**src/rtl/host_spi_frame_rx_if.sv**
```systemverilog
// Frame handshake bus between the host SPI frame receiver (master, source of
// frames) and the downstream channel-SPI scheduler (slave, consumer).
interface host_spi_frame_rx_if #(
    parameter int FRAME_BITS = 24,
    parameter int FIFO_DEPTH = 4
);
    logic [FRAME_BITS-1:0]         frm_data;
    logic                          frm_valid;
    logic                          frm_ready;
    logic [$clog2(FIFO_DEPTH):0]   frm_level;

    modport master (
        output frm_data,
        output frm_valid,
        output frm_level,
        input  frm_ready
    );

    modport slave (
        input  frm_data,
        input  frm_valid,
        input  frm_level,
        output frm_ready
    );
endinterface

```
**src/rtl/host_spi_frame_rx.sv**
```systemverilog
// host_spi_frame_rx: oversampling receiver for host control frames on the
// serial link (enable / clock / data). Synchronises the link into i_clk_in,
// assembles MSB-first frames, discards short or stalled frames, and buffers
// complete frames in a first-word fall-through FIFO behind a valid/ready bus.
// Optional feature macro: FRAME_PARITY_EN (adds one odd-parity bit per frame).
module host_spi_frame_rx #(
    parameter int FRAME_BITS   = 24,
    parameter int FIFO_DEPTH   = 4,
    parameter int IDLE_TIMEOUT = 1024,
    parameter int SYNC_STAGES  = 2
) (
    input  logic                  i_clk_in,
    input  logic                  i_rst,
    input  logic                  i_spi_en_n,
    input  logic                  i_spi_sclk,
    input  logic                  i_spi_sdo,
    host_spi_frame_rx_if.master   frm_if,
    output logic                  o_busy,
    output logic                  o_err_short,
    output logic                  o_err_overflow,
    output logic                  o_err_parity
);

`ifdef FRAME_PARITY_EN
    localparam int NBITS = FRAME_BITS + 1;
`else
    localparam int NBITS = FRAME_BITS;
`endif
    localparam int CW = $clog2(NBITS + 1);
    localparam int IW = $clog2(IDLE_TIMEOUT + 1);
    localparam int PW = $clog2(FIFO_DEPTH);
    localparam int LW = PW + 1;

`ifdef FRAME_PARITY_EN
    // Odd parity: payload plus parity bit must hold an odd number of ones.
    function automatic logic odd_parity_ok(input logic [NBITS-1:0] f);
        odd_parity_ok = ^f;
    endfunction
`endif

    // ---------------- link conditioning ----------------
    logic [SYNC_STAGES-1:0] r_sync_en;
    logic [SYNC_STAGES-1:0] r_sync_sclk;
    logic [SYNC_STAGES-1:0] r_sync_sdo;
    logic                   r_sclk_d;
    logic                   r_en_d;

    logic w_en_n;
    logic w_sclk;
    logic w_sdo;
    logic w_rise;
    logic w_en_rise;

    // Synchronise the three asynchronous link inputs and keep previous values for edge detection.
    always_ff @(posedge i_clk_in) begin
        if (i_rst) begin
            r_sync_en   <= {SYNC_STAGES{1'b0}};
            r_sync_sclk <= {SYNC_STAGES{1'b0}};
            r_sync_sdo  <= {SYNC_STAGES{1'b0}};
            r_sclk_d    <= 1'b0;
            r_en_d      <= 1'b0;
        end else begin
            r_sync_en   <= {r_sync_en[SYNC_STAGES-2:0],   i_spi_en_n};
            r_sync_sclk <= {r_sync_sclk[SYNC_STAGES-2:0], i_spi_sclk};
            r_sync_sdo  <= {r_sync_sdo[SYNC_STAGES-2:0],  i_spi_sdo};
            r_sclk_d    <= w_sclk;
            r_en_d      <= w_en_n;
        end
    end

    // Edge detection on the synchronised serial clock and enable.
    always_comb begin
        w_en_n    = r_sync_en[SYNC_STAGES-1];
        w_sclk    = r_sync_sclk[SYNC_STAGES-1];
        w_sdo     = r_sync_sdo[SYNC_STAGES-1];
        w_rise    = w_sclk & ~r_sclk_d;
        w_en_rise = w_en_n & ~r_en_d;
    end

    // ---------------- frame assembly ----------------
    logic [CW-1:0]    r_cnt;
    logic [NBITS-1:0] r_shift;
    logic [IW-1:0]    r_idle;
    logic             r_busy;

    logic [CW-1:0]    w_cnt_next;
    logic [NBITS-1:0] w_shift_next;
    logic [IW-1:0]    w_idle_next;
    logic             w_frame_done;
    logic             w_abort;
    logic             w_timeout;
    logic             w_parity_ok;

    // Bit counter / shifter next state; an enable release beats a same-cycle clock edge.
    always_comb begin
        w_cnt_next   = r_cnt;
        w_shift_next = r_shift;
        w_frame_done = 1'b0;
        w_abort      = 1'b0;
        w_timeout    = (r_cnt != {CW{1'b0}}) && (r_idle == IW'(IDLE_TIMEOUT));
        if (w_en_rise && (r_cnt != {CW{1'b0}})) begin
            w_cnt_next = {CW{1'b0}};
            w_abort    = 1'b1;
        end else if (w_rise && !w_en_n) begin
            w_shift_next = {r_shift[NBITS-2:0], w_sdo};
            if (r_cnt == CW'(NBITS - 1)) begin
                w_cnt_next   = {CW{1'b0}};
                w_frame_done = 1'b1;
            end else begin
                w_cnt_next = r_cnt + CW'(1);
            end
        end else if (w_timeout) begin
            w_cnt_next = {CW{1'b0}};
            w_abort    = 1'b1;
        end else begin
            w_cnt_next = r_cnt;
        end
    end

    // Idle counter: held at zero between frames and restarted by every serial clock edge.
    always_comb begin
        if (w_rise || (r_cnt == {CW{1'b0}}) || w_timeout) begin
            w_idle_next = {IW{1'b0}};
        end else begin
            w_idle_next = r_idle + IW'(1);
        end
    end

    // Frame check result for the frame completing this cycle.
    always_comb begin
`ifdef FRAME_PARITY_EN
        w_parity_ok = odd_parity_ok(w_shift_next);
`else
        w_parity_ok = 1'b1;
`endif
    end

    // Assembly state registers.
    always_ff @(posedge i_clk_in) begin
        if (i_rst) begin
            r_cnt   <= {CW{1'b0}};
            r_shift <= {NBITS{1'b0}};
            r_idle  <= {IW{1'b0}};
            r_busy  <= 1'b0;
        end else begin
            r_cnt   <= w_cnt_next;
            r_shift <= w_shift_next;
            r_idle  <= w_idle_next;
            r_busy  <= (w_cnt_next != {CW{1'b0}});
        end
    end

    // ---------------- push stage ----------------
    logic                  r_push;
    logic [FRAME_BITS-1:0] r_push_data;
    logic                  r_err_short;

    // Register the completed payload; the FIFO write happens one cycle later.
    always_ff @(posedge i_clk_in) begin
        if (i_rst) begin
            r_push      <= 1'b0;
            r_push_data <= {FRAME_BITS{1'b0}};
            r_err_short <= 1'b0;
        end else begin
            r_push      <= w_frame_done & w_parity_ok;
            r_push_data <= w_shift_next[NBITS-1 -: FRAME_BITS];
            r_err_short <= w_abort;
        end
    end

`ifdef FRAME_PARITY_EN
    logic r_err_parity;

    // Parity failure pulse, aligned with the cycle the push would have been presented.
    always_ff @(posedge i_clk_in) begin
        if (i_rst) begin
            r_err_parity <= 1'b0;
        end else begin
            r_err_parity <= w_frame_done & ~w_parity_ok;
        end
    end

    assign o_err_parity = r_err_parity;
`else
    assign o_err_parity = 1'b0;
`endif

    // ---------------- FIFO ----------------
    logic [FRAME_BITS-1:0] r_mem [FIFO_DEPTH];
    logic [PW-1:0]         r_wr_ptr;
    logic [PW-1:0]         r_rd_ptr;
    logic [LW-1:0]         r_level;
    logic                  r_valid;
    logic                  r_err_ovf;

    logic                  w_full;
    logic                  w_pop;
    logic                  w_wr;
    logic [LW-1:0]         w_level_next;

    // Handshake decode: a pop frees a slot for a same-cycle push into a full FIFO.
    always_comb begin
        w_full = (r_level == LW'(FIFO_DEPTH));
        w_pop  = r_valid & frm_if.frm_ready;
        w_wr   = r_push & (~w_full | w_pop);
        case ({w_wr, w_pop})
            2'b10:   w_level_next = r_level + LW'(1);
            2'b01:   w_level_next = r_level - LW'(1);
            default: w_level_next = r_level;
        endcase
    end

    // FIFO pointers, occupancy, valid flag and overflow pulse.
    always_ff @(posedge i_clk_in) begin
        if (i_rst) begin
            r_wr_ptr  <= {PW{1'b0}};
            r_rd_ptr  <= {PW{1'b0}};
            r_level   <= {LW{1'b0}};
            r_valid   <= 1'b0;
            r_err_ovf <= 1'b0;
        end else begin
            if (w_wr) begin
                r_wr_ptr <= r_wr_ptr + PW'(1);
            end
            if (w_pop) begin
                r_rd_ptr <= r_rd_ptr + PW'(1);
            end
            r_level   <= w_level_next;
            r_valid   <= (w_level_next != {LW{1'b0}});
            r_err_ovf <= r_push & w_full & ~w_pop;
        end
    end

    // Frame storage; contents are only observable while valid.
    always_ff @(posedge i_clk_in) begin
        if (w_wr) begin
            r_mem[r_wr_ptr] <= r_push_data;
        end
    end

    assign frm_if.frm_data  = r_valid ? r_mem[r_rd_ptr] : {FRAME_BITS{1'b0}};
    assign frm_if.frm_valid = r_valid;
    assign frm_if.frm_level = r_level;
    assign o_busy           = r_busy;
    assign o_err_short      = r_err_short;
    assign o_err_overflow   = r_err_ovf;

endmodule

```
**src/flat_wrapper.sv**
```systemverilog
// flat-port wrapper written by rule: the top's interface ports become plain ports
module host_spi_frame_rx_flat 
#(
    parameter int FRAME_BITS   = 24,
    parameter int FIFO_DEPTH   = 4,
    parameter int IDLE_TIMEOUT = 1024,
    parameter int SYNC_STAGES  = 2
)
  (i_clk_in, i_rst, i_spi_en_n, i_spi_sclk, i_spi_sdo, o_busy, o_err_short, o_err_overflow, o_err_parity, frm_if_frm_data, frm_if_frm_valid, frm_if_frm_level, frm_if_frm_ready);
  host_spi_frame_rx_if #(.FRAME_BITS(FRAME_BITS), .FIFO_DEPTH(FIFO_DEPTH)) frm_if_i ();
  input  logic i_clk_in;
  input  logic i_rst;
  input  logic i_spi_en_n;
  input  logic i_spi_sclk;
  input  logic i_spi_sdo;
  output logic o_busy;
  output logic o_err_short;
  output logic o_err_overflow;
  output logic o_err_parity;
  output wire logic [$bits(frm_if_i.frm_data)-1:0] frm_if_frm_data;
  output wire logic [$bits(frm_if_i.frm_valid)-1:0] frm_if_frm_valid;
  output wire logic [$bits(frm_if_i.frm_level)-1:0] frm_if_frm_level;
  input wire logic [$bits(frm_if_i.frm_ready)-1:0] frm_if_frm_ready;
  assign frm_if_frm_data = frm_if_i.frm_data;
  assign frm_if_frm_valid = frm_if_i.frm_valid;
  assign frm_if_frm_level = frm_if_i.frm_level;
  assign frm_if_i.frm_ready = frm_if_frm_ready;
  host_spi_frame_rx #(.FRAME_BITS(FRAME_BITS), .FIFO_DEPTH(FIFO_DEPTH), .IDLE_TIMEOUT(IDLE_TIMEOUT), .SYNC_STAGES(SYNC_STAGES)) u_core (.i_clk_in(i_clk_in), .i_rst(i_rst), .i_spi_en_n(i_spi_en_n), .i_spi_sclk(i_spi_sclk), .i_spi_sdo(i_spi_sdo), .frm_if(frm_if_i), .o_busy(o_busy), .o_err_short(o_err_short), .o_err_overflow(o_err_overflow), .o_err_parity(o_err_parity));
endmodule
```
**config.mk**
```make
export PLATFORM = sky130hd
export DESIGN_NAME = host_spi_frame_rx_flat
export DESIGN_NICKNAME = d
export VERILOG_FILES = /design/src/rtl/host_spi_frame_rx_if.sv /design/src/rtl/host_spi_frame_rx.sv /design/src/flat_wrapper.sv
export SDC_FILE = /design/constraint.sdc
export NUM_CORES = 1
export LEC_CHECK = 0
export BUFFER_PORTS_ARGS = -buffer_cell sky130_fd_sc_hd__buf_2
export CAP_MARGIN = 40
export CORE_MARGIN = 8
export CORE_UTILIZATION = 56
export CTS_BUF_LIST = sky130_fd_sc_hd__clkbuf_4
export DETAILED_ROUTE_END_ITERATION = 8
export PLACE_DENSITY_LB_ADDON = 0.25
export SYNTH_ARGS = -nofsm -noshare
export SYNTH_HDL_FRONTEND = slang
export SYNTH_SLANG_ARGS = --single-unit
export TNS_END_PERCENT = 50
```
**constraint.sdc**
```tcl
create_clock -name i_clk_in -period 2.45 [get_ports i_clk_in]
set_clock_uncertainty 0.2 [all_clocks]
set_input_delay 0.1225 -clock i_clk_in [delete_from_list [all_inputs] [get_ports i_clk_in]]
set_output_delay 0.1225 -clock i_clk_in [all_outputs]
set_load 0.05 [all_outputs]
```
---- Word level (Yosys, flattened, before mapping) ----
Memory sizes are Yosys's and may differ from the RTL's. A register that Yosys moved wholly into a read port is not among the register bits.
Cells that the tools add are included.
Widths: inputs -> output; s select.
storage, ports and cells
  output and inout port bits .............. 32
  memories kept ........................... 1
  RAM bits ................................ 96
  register bits ........................... 60
memory list
  memory        depth  bits a word  read ports  clocked after memory_dff  wr ports  RTL line                  source
  u_core.r_mem  4      24           1           1                         1         host_spi_frame_rx.sv:189  logic [FRAME_BITS-1:0] r_mem [FIFO_DEPTH];
cells by class
  equality and inequality tests ........... 5
  bitwise logic cells ..................... 13
  reduce and logical (&&, ||, !) cells .... 13
  $add $sub $neg .......................... 6
  muxes and demuxes ....................... 14
operators by type and width
  kind                   count
  $mux 24                1
  $mux 5                 4
  $add 11x1->11 const B  1
  $eq 11x11->1 const B   1
  $reduce_bool 5->1      2
  $and 1x1->1            6
  $mux 1                 6
  $not 1->1              6
  $pmux 3 s2             1
  $add 5x1->5 const B    1
  $eq 5x5->1 const B     1
  $logic_not 5->1        1
  $add 2x1->2 const B    2
  $mux 2                 2
  $add 3x1->3 const B    1
  $eq 3x3->1 const B     1
  $logic_and 1x1->1      3
  $reduce_bool 3->1      1
  $reduce_or 3->1        1
  $sub 3x1->3 const B    1
  $eq 2x1->1 const B     1
  $eq 2x2->1 const B     1
  $logic_or 1x1->1       2
  $reduce_and 2->1       1
  other kinds (3)        3

---- Logic depth before layout (Yosys ltp) ----
  depth after elaboration ................. 7
  gate-level depth with buffers ........... 11

---- Least setup slack after synthesis ----
Ideal clock, no wire load.
  path type ............................... register to register
  start point ............................. reg u_core.r_level[2] (netlist: u_core.frm_if.frm_level[2])
  end point ............................... reg u_core.r_valid (netlist: u_core.frm_if.frm_valid)
  data arrival time ....................... 2,259 ps
  path buffers ............................ 0
  period minus slack after synthesis ...... 2,592 ps
  setup time .............................. 133 ps
  path slack .............................. -142 ps
  cell stages (with the launch flop) ...... 11
  cells stage by stage .................... dfxtp_1 > nand4_1 > and2_1 > inv_1 > ha_1 > inv_1 > fa_1 > xor2_1 > nor2_1 > xnor2_1 > a31oi_1
between the ends
  cells in the longest elaborated chain, start to end .. 7
  elaborated cells on any way between the ends .. 10
  classes of those cells .................. add/sub: 2; eq/ne: 3; mux: 1; bitwise: 3; reduce/logical: 1
RTL lines
  element                                          RTL line                  source
  start: declaration                               host_spi_frame_rx.sv:192  logic [LW-1:0] r_level;
  start signal: assignment                         host_spi_frame_rx.sv:218  r_level <= {LW{1'b0}};
  start signal: assignment                         host_spi_frame_rx.sv:228  r_level <= w_level_next;
  $eq 3x3->1                                       host_spi_frame_rx.sv:203  w_full = (r_level == LW'(FIFO_DEPTH));
  $not 1->1                                        host_spi_frame_rx.sv:205  w_wr = r_push & (~w_full | w_pop);
  $or 1x1->1                                       host_spi_frame_rx.sv:205
  $and 1x1->1                                      host_spi_frame_rx.sv:205
  $eq 2x1->1 / $eq 2x2->1 (equally long branches)  host_spi_frame_rx.sv:206  case ({w_wr, w_pop})
  $pmux 3 s2 *                                     host_spi_frame_rx.sv:206
  $reduce_bool 3->1 *                              host_spi_frame_rx.sv:229  r_valid <= (w_level_next != {LW{1'b0}});
  end signal: assignment                           host_spi_frame_rx.sv:229
  end: declaration                                 host_spi_frame_rx.sv:193  logic r_valid;
Every way passes the cells marked *; elsewhere a longest branch is shown, timed or not.
A chain may end at the register's enable or synchronous reset.

==> metrics.yaml <==
critical_path:
  cp-end-kind: "output pin"
  r2r-end: "u_core.frm_if.frm_valid$_SDFF_PP0_"
  r2r_start: "u_core.frm_if.frm_level[1]$_SDFF_PP0_"
  cp-endpoint: "frm_if_frm_data[21]"
  path_class: "reg -> out"
  crit_required_ps: 2130
  reg2reg_depth: 11
  cp.arrival_ps: 2030
  cp_max_fo: 6
  reg2reg_setup_slack_ps: 170
  startpoint_type: "register"
clock_tree:
  htreeDepth: 4
  clock-root-buffer: "clkbuf_4"
  clockBufferDepth: 2
  cts_setup_buffers: 0
  clk_pin_slew_ps: 120
  cts_tree: "yes"
  clk_latency_ps: 540
  cts_buffers: 17
  cts.sinks: 158
grt:
  use_met2_pct: 26.5
  antenna_found_initial: 0
  grt_pass1_vias: 3573
  grt_pass1_wl_um: 17700
  grt.busiest_layer: "met2"
  grt_usage_pct: 15.8
  overflow: 0
  use_met1_pct: 18.4
  grt_use_met3_pct: 5.30
  grt_start_max_net_pins: 32
logic_synthesis:
  ys_ff_latch: 158
  synthCells: 445
  synth_edf_count: 96
  synth.net_count: 461
  yosysWarnings: 0
  synthFlopType: "edfxtp_1"
  syn_area_mm2: 0.00617
  synthArstFlopShare_pct: 0
  syn_avg_cell_area_um2: 13.9
  ys_seq_area_share_pct: 66.8
  synth_cell_types: 46
sta:
  fin_crit_sh_pct: 96.1
  slew_headroom_pct: 62.3
  drv_slew: 0
  period_minus_slack_ps: 2360
  final-setup-viol-count: 0
  worst_slew_pin_slew_ps: 566
  setup_tns_ps: 0
  rsz0062_at_grt: "true"
  fmax_ghz: 0.425
  hold_violations: 0
outcome:
  status: "complete, no violations"
die:
  initial_core_util_pct: 57.2
  io_pins: 38
  dieArea_mm2: 0.0146
  core_mm2: 0.0108
  num_rows: 38
  die_w_um: 121
  die-height_um: 121
hold_path:
  hold_class: "reg -> reg"
route:
  drt_wl_total_um: 10900
  routed_via_density: 5.39
  routedWlPerCell_um: 16.7
  drt_pass1_iterations: 4
  ant_nets: 0
  post-route-drc-count: 0
  drtIter0Drc: 300
  vias: 3522
finish:
  n_antenna_cell: 0
  area_delta_synth_final_pct: 14.6
  final_net_count: 517
  drive_above_1_share_pct: 24.5
place:
  gp_congestion: 0.730
  dp_hpwl_um: 6360
  io_buffers: 36
power:
  power.density_mw_per_mm2: 645
  finalPower_uw: 4560
  peakVddDrop_mv: 0.309
  leakage_uw: 0.00245
job:
  maxCapViolations: 0
synthesized netlist by cell type (2+ instances only):
| cell | n | area share (%) |
|---|---|---|
| and3_1 | 8 | 0.81 |
| nand2_1 | 57 | 3.5 |
| xnor2_1 | 7 | 0.99 |
| a21oi_2 | 2 | 0.28 |
| and2_1 | 25 | 2.5 |
| nor2_1 | 24 | 1.5 |
| mux4_2 | 24 | 8.8 |
| xor2_1 | 8 | 1.1 |
| or3_1 | 3 | 0.30 |
| inv_1 | 12 | 0.73 |
| a31oi_1 | 4 | 0.41 |
| nor3_1 | 2 | 0.16 |
| clkbuf_1 | 13 | 0.79 |
| ha_1 | 9 | 1.8 |
| edfxtp_1 | 96 | 47 |
| o21ai_0 | 4 | 0.32 |
| nand3_1 | 8 | 0.65 |
| nor4b_1 | 2 | 0.28 |
| buf_2 | 8 | 0.65 |
| nor2b_1 | 10 | 1.0 |
| dfxtp_1 | 62 | 20 |
| nand4_1 | 2 | 0.20 |
| a21oi_1 | 32 | 2.6 |
flip-flops by register name, indices dropped and copies added (netlist names), 2 cells and up, named ones only:
register	cells
u_core.r_idle	11
u_core.r_sync_sclk	2
u_core.r_rd_ptr	2
u_core.frm_if.frm_level	3
u_core.r_sync_en	2
u_core.r_shift	24
u_core.r_sync_sdo	2
u_core.r_cnt	5
u_core.r_mem	96
u_core.r_wr_ptr	2
worst max-delay path: stages, from the launching register on:
cell	delay, ps
dfxtp_4	440
clkbuf_16	190
mux4_2	500
and2_1	160
buf_2	200
area by class of cell:
| cell class | count | area, um^2 |
|---|---|---|
| Clock buffer | 20 | 150 |
| Clock inverter | 12 | 170 |
| Fill cell | 786 | 3720 |
| Inverter | 12 | 45.0 |
| Multi-Input combinational cell | 252 | 1910 |
| Sequential cell | 158 | 4140 |
| Tap cell | 140 | 175 |
| Timing Repair Buffer | 60 | 480 |
how the worst min path moves through the flow:
| stage | start | endpoint | slack, ps | depth (start not counted) |
|---|---|---|---|---|
| floorplan | i_spi_en_n | u_core.r_sync_en[0]$_SDFF_PP0_ | 50 | 1 |
| global placement | i_spi_sdo | u_core.r_sync_sdo[0]$_SDFF_PP0_ | 130 | 2 |
| detailed placement | i_spi_sdo | u_core.r_sync_sdo[0]$_SDFF_PP0_ | 140 | 2 |
| CTS | u_core.r_sync_sdo[0]$_SDFF_PP0_ | u_core.r_sync_sdo[1]$_SDFF_PP0_ | 250 | 1 |
| global route | u_core.r_sync_sdo[0]$_SDFF_PP0_ | u_core.r_sync_sdo[1]$_SDFF_PP0_ | 260 | 1 |
| finish | u_core.r_sync_sdo[0]$_SDFF_PP0_ | u_core.r_sync_sdo[1]$_SDFF_PP0_ | 250 | 1 |
layout by cell type, fill, tap and decap left out, types with 9 or more instances in the layout:
master / n
a21oi_1: 32
and2_1: 24
buf_2: 23
buf_4: 21
clkbuf_4: 20
dfxtp_1: 57
dlygate4sd3_1: 9
edfxtp_1: 96
inv_1: 11
mux4_2: 24
nand2_1: 56
nor2_1: 24
nor2b_1: 10
metal layers:
layer	vias up	routed length, um	share of wire (%)
li1	1714	-	-
met1	1712	4640	42
met2	85	5540	51
met3	11	563	5.1
met4	0	184	1.7
met5	-	0	0
per-stage QoR:
stage          utilization [%]  std cells  setup WS (ps)  cell area [um^2]  hold slack [ps]
2_1_floorplan                -        445           34.9              6170             50.7
3_3_place_gp              60.7        611            220              6550              129
3_5_place_dp              60.7        611            128              6550              140
4_1_cts                   65.0        653           26.6              7020              252
5_1_grt                   65.5        654          -8.33              7070              262
6_report                  65.5        654           94.8              7070              253
repair_timing:
item                                   4_1_cts  5_1_grt
pin swaps                                    0        5
cloned                                       1        1
hold buffers                                 9        0
resized for setup                           15       11
setup endpoints to repair                    4       13
endpoints found under the hold margin       26        0
kinds of logic after synthesis:
family / synth area share [%]
xor gates and xnor gates: 2.13
DFF: 66.8
adders and majority gates: 2.15
other: 0.0608
muxes: 8.94
and+or+nand+nor: 12.8
AOI/OAI and AO/OA: 4.68
buffers and inverters: 2.35
where the power goes:
part / switching, uW / total [uW] / leakage (uW) / internal [uW]
Combinational: 51.5 / 82.6 / 0.000893 / 31.1
Clock: 846 / 1680 / 0.000166 / 836
Sequential: 5.90 / 2800 / 0.00139 / 2790
Total: 903 / 4560 / 0.00245 / 3660
(Power assumes the default switching activity.)
